<file path="config.mk">
export PLATFORM = sky130hd
export DESIGN_NAME = rf_wr_arbiter_flat
export DESIGN_NICKNAME = d
export VERILOG_FILES = /design/src/rtl/rf_wr_arbiter_if.sv /design/src/rtl/rf_wr_arbiter.sv /design/src/flat_wrapper.sv
export SDC_FILE = /design/constraint.sdc
export NUM_CORES = 1
export LEC_CHECK = 0
export CORE_UTILIZATION = 30
export DETAILED_ROUTE_END_ITERATION = 10
export PLACE_DENSITY = 0.63
export SKIP_CTS_REPAIR_TIMING = 1
export SYNTH_ARGS = -nofsm -noshare
export SYNTH_HDL_FRONTEND = slang
export SYNTH_SLANG_ARGS = --single-unit
export TNS_END_PERCENT = 100
</file>
<file path="constraint.sdc">
create_clock -name clk -period 4.4 [get_ports clk]
set_clock_uncertainty 0.05 [all_clocks]
set_input_delay 0.66 -clock clk [delete_from_list [all_inputs] [get_ports clk]]
set_output_delay 0.66 -clock clk [all_outputs]
set_load 0.1 [all_outputs]
</file>
<file path="src/rtl/rf_wr_arbiter_if.sv">
// rf_wr_arbiter_if: request and write-port bundle for the register-file write
// arbiter. The slave modport is the arbiter's view; the master modport is the
// view of whatever drives the two requesters and observes the write port.
interface rf_wr_arbiter_if #(
  parameter int DATA_WIDTH = 16,
  parameter int ADDR_WIDTH = 3
);

  // Pipeline stall: while high, nothing is accepted.
  logic                  hold;

  // Requester 0: ALU writeback path.
  logic                  req0_valid;
  logic [ADDR_WIDTH-1:0] req0_addr;
  logic [DATA_WIDTH-1:0] req0_data;
  logic                  req0_ready;

  // Requester 1: load/return writeback path.
  logic                  req1_valid;
  logic [ADDR_WIDTH-1:0] req1_addr;
  logic [DATA_WIDTH-1:0] req1_data;
  logic                  req1_ready;

  // Registered register-file write port and sticky protocol error flag.
  logic                  wr_en;
  logic [ADDR_WIDTH-1:0] wr_addr;
  logic [DATA_WIDTH-1:0] wr_data;
  logic                  err;

  modport slave (
    input  hold,
    input  req0_valid, req0_addr, req0_data,
    output req0_ready,
    input  req1_valid, req1_addr, req1_data,
    output req1_ready,
    output wr_en, wr_addr, wr_data, err
  );

  modport master (
    output hold,
    output req0_valid, req0_addr, req0_data,
    input  req0_ready,
    output req1_valid, req1_addr, req1_data,
    input  req1_ready,
    input  wr_en, wr_addr, wr_data, err
  );

endinterface

</file>
<file path="src/rtl/rf_wr_arbiter.sv">
// rf_wr_arbiter: shares the single register-file write port between the ALU
// writeback path (requester 0) and the load/return path (requester 1).
//
// - Round-robin between the two requesters by default; the winning write is
//   registered and presented on wr_en/wr_addr/wr_data one cycle later.
// - A sticky err flag records any requester that changes or withdraws a
//   pending (valid but not yet accepted) request.
// - Define RF_ARB_FIXED_PRIO_EN for a fixed-priority build in which
//   requester 0 always wins and no round-robin pointer exists.
module rf_wr_arbiter #(
  parameter int DATA_WIDTH = 16,
  parameter int ADDR_WIDTH = 3
) (
  input logic           clk,
  input logic           rst,
  rf_wr_arbiter_if.slave bus
);

  // Snapshot of a requester's inputs from the previous cycle, used to detect
  // a pending request that changes before it is accepted.
  typedef struct packed {
    logic                  stalled;
    logic [ADDR_WIDTH-1:0] addr;
    logic [DATA_WIDTH-1:0] data;
  } watch_t;

  logic                  grant0;
  logic                  grant1;
  logic                  xfer0;
  logic                  xfer1;
  logic                  viol0;
  logic                  viol1;
  watch_t                watch0;
  watch_t                watch1;

  logic                  wr_en_q;
  logic [ADDR_WIDTH-1:0] wr_addr_q;
  logic [DATA_WIDTH-1:0] wr_data_q;
  logic                  err_q;

`ifdef RF_ARB_FIXED_PRIO_EN

  // Fixed priority: requester 0 wins whenever it is valid.
  always_comb begin
    grant0 = bus.req0_valid;
    grant1 = bus.req1_valid && !bus.req0_valid;
  end

`else

  // Most recently granted requester (0 or 1); reset to 1 so requester 0 is
  // preferred on the first contended cycle.
  logic last;

  // Round-robin: a lone requester always wins; under contention the one
  // that did not win last time gets the port.
  always_comb begin
    // NOTE: every always_comb output is assigned on every path (here
    // unconditionally); a missed path would infer a latch.
    grant0 = bus.req0_valid && (!bus.req1_valid ||  last);
    grant1 = bus.req1_valid && (!bus.req0_valid || !last);
  end

  // Remember the winner of the most recent transfer only.
  always_ff @(posedge clk or posedge rst) begin
    if (rst) begin
      last <= 1'b1;
    end else if (xfer0) begin
      // NOTE: sequential state uses non-blocking assignments so every
      // register samples pre-edge values, independent of block order.
      last <= 1'b0;
    end else if (xfer1) begin
      last <= 1'b1;
    end
  end

`endif

  // Readys are masked by stall and by reset so nothing is accepted while
  // either is active. Each ready depends only on the valids, never on the
  // other ready.
  assign bus.req0_ready = grant0 && !bus.hold && !rst;
  assign bus.req1_ready = grant1 && !bus.hold && !rst;

  // A ready is only raised for a valid requester, so ready alone marks a
  // transfer.
  assign xfer0 = bus.req0_ready;
  assign xfer1 = bus.req1_ready;

  // Flag a requester that was stalled last cycle but now dropped valid or
  // changed its address or data.
  always_comb begin
    viol0 = watch0.stalled &&
            (!bus.req0_valid ||
             (bus.req0_addr != watch0.addr) ||
             (bus.req0_data != watch0.data));
    viol1 = watch1.stalled &&
            (!bus.req1_valid ||
             (bus.req1_addr != watch1.addr) ||
             (bus.req1_data != watch1.data));
  end

  // Capture each requester's stall state and inputs for next cycle's check.
  always_ff @(posedge clk or posedge rst) begin
    if (rst) begin
      watch0 <= '0;
      watch1 <= '0;
    end else begin
      watch0.stalled <= bus.req0_valid && !bus.req0_ready;
      watch0.addr    <= bus.req0_addr;
      watch0.data    <= bus.req0_data;
      watch1.stalled <= bus.req1_valid && !bus.req1_ready;
      watch1.addr    <= bus.req1_addr;
      watch1.data    <= bus.req1_data;
    end
  end

  // Register the accepted write; with no transfer the enable drops while
  // the last address and data are held.
  always_ff @(posedge clk or posedge rst) begin
    if (rst) begin
      wr_en_q   <= 1'b0;
      wr_addr_q <= '0;
      wr_data_q <= '0;
    end else if (xfer0) begin
      wr_en_q   <= 1'b1;
      wr_addr_q <= bus.req0_addr;
      wr_data_q <= bus.req0_data;
    end else if (xfer1) begin
      wr_en_q   <= 1'b1;
      wr_addr_q <= bus.req1_addr;
      wr_data_q <= bus.req1_data;
    end else begin
      wr_en_q   <= 1'b0;
    end
  end

  // Sticky handshake-violation flag, cleared only by reset.
  always_ff @(posedge clk or posedge rst) begin
    if (rst) begin
      err_q <= 1'b0;
    end else if (viol0 || viol1) begin
      err_q <= 1'b1;
    end
  end

  assign bus.wr_en   = wr_en_q;
  assign bus.wr_addr = wr_addr_q;
  assign bus.wr_data = wr_data_q;
  assign bus.err     = err_q;

endmodule
</file>
<file path="src/flat_wrapper.sv">
// flat-port wrapper written by rule: the top's interface ports become plain ports
module rf_wr_arbiter_flat 
#(
  parameter int DATA_WIDTH = 16,
  parameter int ADDR_WIDTH = 3
)
  (clk, rst, bus_hold, bus_req0_valid, bus_req0_addr, bus_req0_data, bus_req0_ready, bus_req1_valid, bus_req1_addr, bus_req1_data, bus_req1_ready, bus_wr_en, bus_wr_addr, bus_wr_data, bus_err);
  rf_wr_arbiter_if #(.DATA_WIDTH(DATA_WIDTH), .ADDR_WIDTH(ADDR_WIDTH)) bus_i ();
  input logic clk;
  input logic rst;
  input wire logic [$bits(bus_i.hold)-1:0] bus_hold;
  input wire logic [$bits(bus_i.req0_valid)-1:0] bus_req0_valid;
  input wire logic [$bits(bus_i.req0_addr)-1:0] bus_req0_addr;
  input wire logic [$bits(bus_i.req0_data)-1:0] bus_req0_data;
  output wire logic [$bits(bus_i.req0_ready)-1:0] bus_req0_ready;
  input wire logic [$bits(bus_i.req1_valid)-1:0] bus_req1_valid;
  input wire logic [$bits(bus_i.req1_addr)-1:0] bus_req1_addr;
  input wire logic [$bits(bus_i.req1_data)-1:0] bus_req1_data;
  output wire logic [$bits(bus_i.req1_ready)-1:0] bus_req1_ready;
  output wire logic [$bits(bus_i.wr_en)-1:0] bus_wr_en;
  output wire logic [$bits(bus_i.wr_addr)-1:0] bus_wr_addr;
  output wire logic [$bits(bus_i.wr_data)-1:0] bus_wr_data;
  output wire logic [$bits(bus_i.err)-1:0] bus_err;
  assign bus_i.hold = bus_hold;
  assign bus_i.req0_valid = bus_req0_valid;
  assign bus_i.req0_addr = bus_req0_addr;
  assign bus_i.req0_data = bus_req0_data;
  assign bus_req0_ready = bus_i.req0_ready;
  assign bus_i.req1_valid = bus_req1_valid;
  assign bus_i.req1_addr = bus_req1_addr;
  assign bus_i.req1_data = bus_req1_data;
  assign bus_req1_ready = bus_i.req1_ready;
  assign bus_wr_en = bus_i.wr_en;
  assign bus_wr_addr = bus_i.wr_addr;
  assign bus_wr_data = bus_i.wr_data;
  assign bus_err = bus_i.err;
  rf_wr_arbiter #(.DATA_WIDTH(DATA_WIDTH), .ADDR_WIDTH(ADDR_WIDTH)) u_core (.clk(clk), .rst(rst), .bus(bus_i));
endmodule
</file>
==> flow_metrics.env <==
export IMPL_cp_num_cells=5
export IMPL_cts_made_buffers=9
export IMPL_hold_start="u_core.watch1[19]"
export IMPL_antennaDiodeCount=0
export IMPL_hold_class="flip-flop to flip-flop"
export IMPL_totalWireLength_um=5340
export IMPL_crit_path_max_incr_delay_ns=0.43
export IMPL_clk_insertion_delay_late_ns=0.33
export IMPL_ant_nets=0
export IMPL_firstDrtPassIters=5
export IMPL_globalRouteTotalUtil_pct=13.6
export IMPL_portBuffers=65
export IMPL_cp_cell_sequence="clkdlybuf4s50_1 > nor2_1 > nand2_1 > a21oi_1 > buf_4"
export IMPL_setup_tns_final_ns=0
export IMPL_cp_required_ns=3.69
export IMPL_finalSetupViolations=0
export IMPL_swShare_pct=35.4
export IMPL_ios=66
export IMPL_via_per_inst=4.44
export IMPL_async_reset_ff_share_pct=100
export IMPL_slew_viol_final=0
export IMPL_maxCapViolations=0
export IMPL_rows=32
export IMPL_dieWidth_um=92.1
export IMPL_vias=1644
export IMPL_grt_setup_unrepaired="false"
export IMPL_power_frac_seq_pct=42.6
export IMPL_dieArea_sq_mm=0.00848
export IMPL_p_leak_nw=1.47
export IMPL_root_buffer="clkbuf_8"
export IMPL_drc_errors=0
export IMPL_critPathMaxFanout=5
export IMPL_area_delta_synth_final_pct=38.7
export IMPL_crit_type="input port to primary output"
export IMPL_synth_edf_count=0
export IMPL_worstPathArrival_ns=1.92
export IMPL_ys_seq_area_share_pct=63.7
export IMPL_grt_pass1_wl_um=8650
export IMPL_r2r_slack_ns=2.72
export IMPL_start_util_pct=31.2
export IMPL_hold_depth=2
export IMPL_ys_flop_type="dfrtp_1"
export IMPL_hold_end="u_core.bus.err"
export IMPL_power_density_mw_per_mm2=451
export IMPL_fp_dieH_um=92.1
export IMPL_dpl_hpwl_um=3840
export IMPL_synth_nets=234
export IMPL_cp_slowest_cell="clkdlybuf4s50_1"
export IMPL_intPower_uw=985
export IMPL_place_inst=355
export IMPL_status="finished clean"
export IMPL_clockBufferDepth=2
export IMPL_endpoint_kind="primary output"
export IMPL_comb_power_share_pct=29.1
export IMPL_drt_initial_drc_count=85
export IMPL_coreArea_sq_mm=0.00781
export IMPL_grt_pass1_vias=1723
export IMPL_routabilityCongestion=0.678
export IMPL_grt_max_degree=48
export IMPL_cp_num_buf_inv=2
export IMPL_p_sw_uw=540
export IMPL_yosys_warnings=0
export IMPL_nets=307
export IMPL_syn_area_sq_mm=0.00244
export IMPL_drive_gt1_share_pct=7.09
export IMPL_cp_top_family="buffers and inverters"
export IMPL_synth_seq_cells=62
export IMPL_layout_min_cycle_time_ns=2.63
export IMPL_clkTransAtPathRegs_ns=0.06
export IMPL_r2r_end="u_core.bus.wr_data[13]"
export IMPL_hold_viol_final=0
export IMPL_fmax_mhz=381
export IMPL_cts_sinks=62
export IMPL_rr_startpoint="u_core.last"
export IMPL_period_share_pct=59.7
export IMPL_worstRegToRegCells=5
export IMPL_avgSynthCellArea_sq_um=12.8
export IMPL_cts_tree="done"
export IMPL_globalRouteOverflowTotal=0
export IMPL_wl_per_cell_um=14.4
export IMPL_antenna_found_initial=0
export IMPL_syn_inst=191
export IMPL_clkPwrFrac_pct=28.3
export IMPL_start_kind="input port"
export IMPL_ir_drop_mv=0.172
export IMPL_cts_max_level=3
export IMPL_ys_types=23
export IMPL_instances_no_fill=370
export IMPL_relSlewSlack_pct=32.9
export IMPL_worst_pin_slew_ns=1.00
==> power groups by stage <==
| stage | Combinational, mW | Sequential [mW] | Clock [mW] |
|---|---|---|---|
| floorplan | 0.0928 | 0.874 | 0 |
| detailed placement | 0.447 | 0.660 | 0 |
| finish | 0.444 | 0.650 | 0.431 |
| global placement | 0.444 | 0.658 | 0 |
| global route | 0.466 | 0.656 | 0.465 |
| CTS | 0.448 | 0.651 | 0.447 |
==> worst min-delay path, stage by stage (launching register included) <==
cell and delay (ns):
dfrtp_1 0.32, o31ai_1 0.06, o21ai_1 0.06
==> cell usage in the layout (no fill, tap or decap), drive strengths merged <==
| cell | n |
|---|---|
| a21oi | 21 |
| a31oi | 1 |
| and2 | 1 |
| buf | 5 |
| clkbuf | 14 |
| clkdlybuf4s50 | 63 |
| clkinv | 1 |
| dfrtp | 61 |
| dfstp | 1 |
| inv | 2 |
| mux2i | 19 |
| nand2 | 1 |
| nand2b | 1 |
| nand3 | 2 |
| nand4 | 6 |
| nor2 | 21 |
| nor2b | 1 |
| nor3b | 1 |
| nor4 | 5 |
| o21a | 1 |
| o21ai | 1 |
| o31ai | 1 |
| xnor2 | 21 |
| xor2 | 17 |
==> metrics by stage <==
stage / power [mW] / cell area [sq um] / util (%) / setup slack (ns) / hold WS [ns]
6_report: 1.52 / 3380 / 43.3 / 1.77 / 0.427
5_1_grt: 1.59 / 3380 / 43.3 / 1.62 / 0.474
3_3_place_gp: 1.10 / 3210 / 41.1 / 1.78 / 0.413
3_5_place_dp: 1.11 / 3210 / 41.1 / 1.76 / 0.416
4_1_cts: 1.55 / 3380 / 43.3 / 1.76 / 0.432
2_1_floorplan: 0.967 / 2440 / - / 1.24 / 0.396
==> synthesized netlist by cell type (2+ instances only) <==
cell type  instances  area share (%)
nor4_1             5             1.3
mux2i_1           19             7.8
buf_4              2            0.62
nand4_1            6             1.5
nand3_1            2            0.41
a21oi_1           21             4.3
dfrtp_1           61              63
xor2_1            17             6.1
buf_2              3            0.62
nor2_1            21             3.2
inv_1              2            0.31
xnor2_1           21             7.6
==> kinds of logic after synthesis <==
logic type / count (synthesis) / synth area share [%]
flops: 62 / 63.7
compound gates: 25 / 5.39
buf+inv: 8 / 1.69
simple gates: 39 / 7.70
xor+xnor: 38 / 13.7
mux: 19 / 7.81
==> cell type report <==
cell class / count / area [sq um]
Clock buffer: 14 / 163
Clock inverter: 1 / 5.00
Fill cell: 755 / 4430
Inverter: 2 / 7.51
Multi-Input combinational cell: 121 / 842
Sequential cell: 62 / 1550
Tap cell: 102 / 128
Timing Repair Buffer: 68 / 681
==> flip-flops by register name (all words and copies together) (netlist names) <==
register,flops
u_core.bus.err,1
u_core.bus.wr_addr,3
u_core.watch0,20
u_core.watch1,20
u_core.bus.wr_data,16
u_core.last,1
u_core.bus.wr_en,1
==> metal layers <==
layer	share of wire, %	global-route usage [%]
met2	46	21.0
met5	0	0
met4	1.7	6.64
met3	5.0	3.40
met1	47	17.9
==> how the worst max path moves through the flow <==
stage             start        endpoint  slack (ns)
2_1_floorplan  bus_hold  bus_req1_ready        1.24
3_3_place_gp        rst  bus_req1_ready        1.78
3_5_place_dp        rst  bus_req1_ready        1.76
4_1_cts             rst  bus_req1_ready        1.76
5_1_grt             rst  bus_req1_ready        1.62
6_report            rst  bus_req1_ready        1.77
(Power assumes the default switching activity.)
